===== config.mk =====
export PLATFORM = sky130hd
export DESIGN_NAME = stream_merger
export DESIGN_NICKNAME = d
export VERILOG_FILES = /design/src/rtl/stream_merger.sv
export SDC_FILE = /design/constraint.sdc
export NUM_CORES = 1
export LEC_CHECK = 0
export ABC_AREA = 1
export CORE_ASPECT_RATIO = 2
export CORE_UTILIZATION = 34
export DETAILED_ROUTE_END_ITERATION = 10
export GPL_TIMING_DRIVEN = 0
export RECOVER_POWER = 50
export SLEW_MARGIN = 20
export SYNTH_ARGS = -nofsm -noshare
export SYNTH_HDL_FRONTEND = slang
export SYNTH_SLANG_ARGS = --single-unit

===== constraint.sdc =====
create_clock -name clk -period 4.53 [get_ports clk]
set_clock_uncertainty 0.1 [all_clocks]
set_input_delay 1.359 -clock clk [delete_from_list [all_inputs] [get_ports clk]]
set_output_delay 1.359 -clock clk [all_outputs]
set_load 0.02 [all_outputs]

===== src/rtl/stream_merger.sv =====
// Two-channel stream merger: each input is buffered in a small FIFO with an
// address/id sequence checker, and a round-robin picker feeds one output register.
`ifndef ADDRESS_WIDTH
`define ADDRESS_WIDTH 32
`endif
`ifndef ID_WIDTH
`define ID_WIDTH 8
`endif

module stream_merger #(
  parameter int FIFO_DEPTH = 4
) (
  input  logic                      clk,
  input  logic                      reset,
  input  logic [`ADDRESS_WIDTH-1:0] in_address_1,
  input  logic [`ID_WIDTH-1:0]      in_id_1,
  input  logic                      in_valid_1,
  output logic                      out_stall_1,
  input  logic [`ADDRESS_WIDTH-1:0] in_address_2,
  input  logic [`ID_WIDTH-1:0]      in_id_2,
  input  logic                      in_valid_2,
  output logic                      out_stall_2,
  output logic [`ADDRESS_WIDTH-1:0] out_address,
  output logic [`ID_WIDTH-1:0]      out_id,
  output logic                      out_channel,
  output logic                      out_valid,
  input  logic                      in_ready,
  output logic                      err_seq_1,
  output logic                      err_seq_2,
  output logic [15:0]               beat_count
);

  localparam int AW = `ADDRESS_WIDTH;
  localparam int IW = `ID_WIDTH;
  localparam int BW = AW + IW;
  localparam int PW = $clog2(FIFO_DEPTH);
  localparam int CW = PW + 1;

  logic [1:0]    in_valid_arr;
  logic [1:0]    stall_arr;
  logic [1:0]    nonempty;
  logic [1:0]    pop_arr;
  logic [1:0]    err_arr;
  logic [BW-1:0] in_beat_arr [2];
  logic [BW-1:0] head_arr [2];

  logic [AW-1:0] out_address_reg;
  logic [IW-1:0] out_id_reg;
  logic          out_channel_reg;
  logic          out_valid_reg;
  logic          last_grant_reg;
  logic [15:0]   beat_count_reg;
  logic          load;

  assign in_valid_arr   = {in_valid_2, in_valid_1};
  assign in_beat_arr[0] = {in_id_1, in_address_1};
  assign in_beat_arr[1] = {in_id_2, in_address_2};

  genvar gi;
  generate
    for (gi = 0; gi < 2; gi++) begin : g_chan
      logic [BW-1:0] mem_reg [FIFO_DEPTH];
      logic [PW-1:0] wr_ptr_reg;
      logic [PW-1:0] rd_ptr_reg;
      logic [CW-1:0] count_reg;
      logic [IW-1:0] expected_id_reg;
      logic [AW-1:0] expected_addr_reg;
      logic          err_reg;
      logic          push;

      // Stall depends only on registered occupancy, so a pop never frees a slot same-cycle.
      assign stall_arr[gi] = (count_reg == CW'(FIFO_DEPTH));
      assign push          = in_valid_arr[gi] & ~stall_arr[gi];
      assign nonempty[gi]  = (count_reg != '0);
      assign head_arr[gi]  = mem_reg[rd_ptr_reg];
      assign err_arr[gi]   = err_reg;

      always_ff @(posedge clk) begin
        if (!reset && push) begin
          mem_reg[wr_ptr_reg] <= in_beat_arr[gi];
        end
      end

      always_ff @(posedge clk) begin
        if (reset) begin
          wr_ptr_reg        <= '0;
          rd_ptr_reg        <= '0;
          count_reg         <= '0;
          expected_id_reg   <= '0;
          expected_addr_reg <= '0;
          err_reg           <= 1'b0;
        end else begin
          if (push) begin
            wr_ptr_reg <= wr_ptr_reg + PW'(1);
          end
          if (pop_arr[gi]) begin
            rd_ptr_reg <= rd_ptr_reg + PW'(1);
          end
          case ({push, pop_arr[gi]})
            2'b10:   count_reg <= count_reg + CW'(1);
            2'b01:   count_reg <= count_reg - CW'(1);
            default: count_reg <= count_reg;
          endcase
          // Checker resynchronises to each accepted beat, mismatched or not.
          if (push) begin
            if (in_beat_arr[gi] != {expected_id_reg, expected_addr_reg}) begin
              err_reg <= 1'b1;
            end
            expected_id_reg   <= in_beat_arr[gi][BW-1:AW] + IW'(1);
            expected_addr_reg <= in_beat_arr[gi][AW-1:0] + AW'(4);
          end
        end
      end
    end
  endgenerate

  assign load = ~out_valid_reg | in_ready;

  // Under contention the channel not granted last wins; otherwise take whichever is non-empty.
  always_comb begin
    pop_arr = 2'b00;
    if (load) begin
      if (nonempty == 2'b11) begin
        pop_arr = last_grant_reg ? 2'b01 : 2'b10;
      end else begin
        pop_arr = nonempty;
      end
    end
  end

  always_ff @(posedge clk) begin
    if (reset) begin
      out_address_reg <= '0;
      out_id_reg      <= '0;
      out_channel_reg <= 1'b0;
      out_valid_reg   <= 1'b0;
      last_grant_reg  <= 1'b1;
      beat_count_reg  <= '0;
    end else begin
      if (load) begin
        out_valid_reg <= |pop_arr;
        if (|pop_arr) begin
          {out_id_reg, out_address_reg} <= pop_arr[1] ? head_arr[1] : head_arr[0];
          out_channel_reg               <= pop_arr[1];
          last_grant_reg                <= pop_arr[1];
        end
      end
      if (out_valid_reg && in_ready) begin
        beat_count_reg <= beat_count_reg + 16'd1;
      end
    end
  end

  assign out_stall_1 = stall_arr[0];
  assign out_stall_2 = stall_arr[1];
  assign out_address = out_address_reg;
  assign out_id      = out_id_reg;
  assign out_channel = out_channel_reg;
  assign out_valid   = out_valid_reg;
  assign err_seq_1   = err_arr[0];
  assign err_seq_2   = err_arr[1];
  assign beat_count  = beat_count_reg;

endmodule


* Word-level counts from Yosys, hierarchy flattened
Memory sizes are Yosys's and may differ from the RTL's. A register that Yosys moved wholly into a read port is not among the register bits.
Index checks and enable logic that the tools add are counted.
** Storage, ports and cells
- RAM bits :: 320
- Memories kept :: 2
- Output and inout bits :: 62
- Logic and storage cells :: 74
- Input bits :: 85
- Bits in registers :: 155
** Cells by class
- Mux-type cells :: 14
- Bitwise gates (word level) :: 6
- Add/sub/neg operators :: 13
- Equal/unequal tests :: 9
- Reductions and logical operators :: 12
** Memories
- g_chan[0].mem_reg :: depth 4, bits a word 40, read ports 1, clocked after Yosys merged registers in 1, wr ports 1, RTL line 62 : logic [BW-1:0] mem_reg [FIFO_DEPTH];
- g_chan[1].mem_reg :: depth 4, bits a word 40, read ports 1, clocked after Yosys merged registers in 1, wr ports 1, RTL line 62
** Operators by type and width (count)
- $ne A40 B40 Y1 :: 2
- $add A32 B3 Y32 const B :: 2
- $mux W40 :: 1
- $add A16 B1 Y16 const B :: 1
- $add A8 B1 Y8 const B :: 2
- $mux W2 :: 7
- $pmux W3 S2 :: 2
- $add A2 B1 Y2 const B :: 4
- $add A3 B1 Y3 const B :: 2
- $eq A2 B2 Y1 const B :: 3
- $eq A3 B3 Y1 const B :: 2
- $reduce_and A2 Y1 :: 3
- $reduce_bool A3 Y1 :: 2
- $sub A3 B1 Y3 const B :: 2
- $eq A2 B1 Y1 const B :: 2
- $mux W1 :: 4
- $reduce_bool A2 Y1 :: 2
- $logic_and A1 B1 Y1 :: 3
- $not A1 Y1 :: 3
- $and A1 B1 Y1 :: 2
- $reduce_or A2 Y1 :: 1
- $logic_not A1 Y1 :: 1
- $or A1 B1 Y1 :: 1

* Logic depth before layout (Yosys ltp)
- Depth after elaboration :: 6
- Gate-level depth with buffers :: 12
- Gate-level depth less buffers :: 11

* Worst setup path after synthesis
No wires, ideal clock.
- Path type :: input -> register
- From :: input reset
- To :: memory g_chan[0].mem_reg[1][0] in the netlist's numbering (enable)
- Setup time :: 0.437 ns
- Arrival time :: 3.614 ns
- Required time :: 3.993 ns
- Cell stages on the path :: 5
- Slack :: 0.379 ns
- Buffers on the path :: 2
- Cell sequence :: clkbuf_1 > buf_1 > nor2_1 > inv_1 > nor2_1
** On the way
- Cells in the longest elaborated chain, start to end :: 4
** RTL lines
- start, declared :: RTL line 14 : input logic reset,
- $logic_not A1 Y1 :: RTL line 79 : if (!reset && push) begin
- $logic_and A1 B1 Y1 :: RTL line 79
- $mux W1 :: RTL line 79
- $mux W1 (not written as such) :: RTL line 80 : mem_reg[wr_ptr_reg] <= in_beat_arr[gi];
- end, declared :: RTL line 62
Every way passes these cells.

* Final worst setup path
- From :: input in_valid_1
- To :: register g_chan[0].count_reg[1]
** On the way
- Cells in the longest elaborated chain, start to end :: 3
- Elaborated cells between the ends (all ways) :: 5
- Classes of those cells :: 2 x eq/ne; 1 x mux; 1 x bitwise; 1 x reduce/logical
** RTL lines
- start, declared :: RTL line 17 : input logic in_valid_1,
- $and A1 B1 Y1 (*) :: RTL line 73 : assign push = in_valid_arr[gi] & ~stall_arr[gi];
- $eq A2 B1 Y1 or $eq A2 B2 Y1 (tied branches) :: RTL line 99 : case ({push, pop_arr[gi]})
- $pmux W3 S2 or $reduce_bool A2 Y1 (tied branches)
- end signal, assigned :: RTL line 100 : 2'b10: count_reg <= count_reg + CW'(1);
- end signal, assigned :: RTL line 101 : 2'b01: count_reg <= count_reg - CW'(1);
- end signal, assigned :: RTL line 102 : default: count_reg <= count_reg;
- end, declared :: RTL line 65 : logic [CW-1:0] count_reg;
Mark *: on every way between the ends. The rest lies on a longest branch, timed or not.
A chain may end at the register's enable or synchronous reset.

==> results.yml <==
run_status:
  outcome: "complete, no violations"
power_and_ir_drop:
  seqPwrFrac_pct: 40.0
  finalPower_w: 0.0135
  p_comb_share_pct: 32.0
  switching_share_pct: 35.9
  switching_power_w: 0.00486
  cellPowerDensity_nw_per_um2: 522
  power.share.clock_pct: 28.1
  peakVddDrop_mv: 0.228
  p_int_w: 0.00868
  leakagePower_nw: 10.2
routing:
  drtPass1Iterations: 5
  antenna_left: 0
  vias_per_cell: 5.03
  vias: 17400
  drc: 0
  wirelength_mm: 69.3
  drt_iter0_markers: 1132
  wl_per_cell_um: 20.1
global_routing:
  first_global_vias: 17400
  grtUsageTotal_pct: 21.2
  grt_max_degree: 22
  grt_pass1_wl_mm: 103
  grt_antenna_before_repair: 1
  gr-total-overflow: 0
synthesis:
  synth.net_count: 2529
  synthXorXnorAreaFrac_pct: 2.54
  ys_ff_latch: 479
  synthCells: 2427
  synthAdderAreaFrac_pct: 1.05
  syn-cell-area_um2: 21700
  synth_top_family_by_area: "simple AND/OR/NAND/NOR gates"
  synth.area.mux_share_pct: 0
  ys_seq_area_share_pct: 58.9
  synth-compound-area-share_pct: 9.83
  post_synth.cell_area_avg_um2: 8.95
  yosysUniqueCellTypes: 43
  yosys.area_share.simple_pct: 21.0
  yosys_warnings: 0
final_layout:
  layout.nets: 2731
  final_common_cell: "nand2_1"
  drive_gt1_share_pct: 6.08
  syn_to_final_growth_pct: 19.4
  final_cell_mix: "nand2_1 (446), nor2_1 (368), edfxtp_1 (320), inv_1 (272), o21ai_0 (240)"
  largest_reg_flops: 320
worst_setup_path:
  cp_data_arrival_time_ns: 4.36
  crit_type: "in2reg"
  worstPathMaxFanout: 10
  path_cells: "dlygate4sd3_1 -> inv_1 -> nor2_1 -> inv_1 -> buf_2 -> ha_1 -> inv_1 -> fa_1 -> nor2_1 -> a21oi_1 -> nor2_1"
  end_kind: "flip-flop"
  cp.buffers_inverters: 5
  r2r-start: "g_chan[1].count_reg[0]"
  worst_r2r_endpoint: "g_chan[1].count_reg[2]"
  cp-start-kind: "input pin"
  reg2reg_depth: 11
  r2r_setup_slack_ns: 0.97
  critPathRequiredTime_ns: 4.94
  cp_slowest_stage_delay_ns: 0.76
  slowest_stage: "nor2_1"
  cp_top_family: "buffers and inverters"
timing:
  post-route-min-period_ns: 3.95
  tightest_slew_ns: 1.09
  hold_viol: 0
  setup_viol: 0
  timing.fmax_ghz: 0.253
  rsz0062_at_grt: "false"
  finalMaxSlewViolations: 0
  fin_crit_sh_pct: 87.2
  slew_headroom_pct: 27.1
  setup_slack_ns: 0.579
die:
  boundaryPins: 147
  num_rows: 130
  dieWidth_um: 181
  die_area_um2: 65000
  fp.coreArea_um2: 62900
  initial_utilization_pct: 34.5
  die_y_um: 359
min_path:
  hp-start: "out_channel"
  hold_class: "reg2reg"
  holdPathEnd: "out_channel"
  whs_path_depth: 2
clock_network:
  clk_pin_slew_ns: 0.07
  cts.sink_count: 479
  ctsHtreeMaxLevel: 2
  cts_hold_repair.buffers: 0
  cts-root-buf: "clkbuf_16"
  clk_latency_ns: 0.57
  cts_resized: 0
  cts_tree: "built"
  numCtsBuffers: 43
  post-cts-setup-buffer-count: 0
  clockBufferDepth: 3
place:
  port_buffers: 145
  pre_cts_slack_ns: 0.336
  dp_hpwl_mm: 52.2
  place.gp.congestion: 0.997
flow_run:
  maxCapViolCount: 0
-- Yosys cell counts, drive strengths merged --
cell	instances	area share (%)
a211oi	3	0.10
a21oi	74	1.8
a311oi	1	0.040
a31oi	2	0.058
and2	1	0.029
and3	1	0.029
buf	38	0.84
clkbuf	63	1.1
clkinv	2	0.035
dfxtp	159	15
edfxtp	320	44
fa	2	0.18
ha	15	0.86
inv	275	4.8
nand2	448	7.8
nand3	151	3.5
nand3b	7	0.24
nand4	20	0.58
nor2	381	6.7
nor3	33	0.81
nor4	1	0.029
o211a	1	0.046
o211ai	3	0.10
o21ai	274	6.3
o21bai	1	0.035
o221ai	4	0.16
o22ai	42	1.2
or2	42	1.2
xnor2	35	1.4
xor2	28	1.1
-- power groups by stage --
stage          clock, W  sequential [W]  combinational, W
6_report        0.00380         0.00541           0.00433
5_1_grt         0.00403         0.00545           0.00477
3_3_place_gp          0         0.00551           0.00424
3_5_place_dp          0         0.00551           0.00439
2_1_floorplan         0         0.00560           0.00247
4_1_cts         0.00386         0.00542           0.00441
-- worst register-to-register path: stages, from the launching register on --
cell and delay (ns):
dfxtp_1 0.32, nor3_2 0.58, nor2_1 0.35, inv_1 0.24, clkbuf_1 0.59, ha_1 0.27, inv_1 0.08, fa_1 0.40
a21oi_1 0.18, o21ai_0 0.13, o21ai_0 0.16, a21oi_1 0.06
-- routing by layer --
metal	global-route usage, %	part of all wire [%]	wire (µm)
met4	15.6	8.0	5530
met3	1.93	3.8	2620
met5	0	0	0
met1	21.7	36	24600
met2	39.9	53	36500
-- through the flow --
stage               cell area [µm²]  TNS [ns]  cells  hold slack (ns)  utilization [%]
detailed placement            24500         0   3376            0.363             38.9
CTS                           26000         0   3455            0.372             41.2
global placement              24200   -555.38   3364            0.354             38.4
global route                  25900         0   3455            0.388             41.2
finish                        25900         0   3456            0.363             41.2
floorplan                     21700         0   2427            0.336                -
-- area by class of cell --
| class | instances | area, µm² |
|---|---|---|
| clock inverters | 25 | 240 |
| well taps | 792 | 991 |
| plain buffers | 101 | 409 |
| flip-flops and latches | 479 | 12800 |
| inverters | 277 | 1040 |
| multi-input cells | 1570 | 7520 |
| diodes | 1 | 2.50 |
| clock buffers | 54 | 1220 |
| repair buffers | 157 | 1720 |
| fillers | 6010 | 37000 |
-- cells by family after synthesis --
kind of cell | Yosys count
fa+ha+maj | 17
compound gates | 405
simple gates | 1085
flops | 479
buf+inv | 378
xor+xnor | 63
-- worst max path at each step --
stage / from / endpoint / slack (ns) / cells after the start
2_1_floorplan: reset / g_chan[0].mem_reg[1][0] / 0.38 / 5
3_3_place_gp: in_valid_1 / g_chan[0].mem_reg[3][27] / -2.08 / 7
3_5_place_dp: in_ready / g_chan[1].count_reg[2] / 0.34 / 13
4_1_cts: g_chan[1].count_reg[0] / out_stall_2 / 0.80 / 2
5_1_grt: in_valid_2 / g_chan[1].count_reg[2] / 0.43 / 12
6_report: in_valid_1 / g_chan[0].count_reg[1] / 0.58 / 11
No activity file was read; power rests on OpenSTA's default activity.
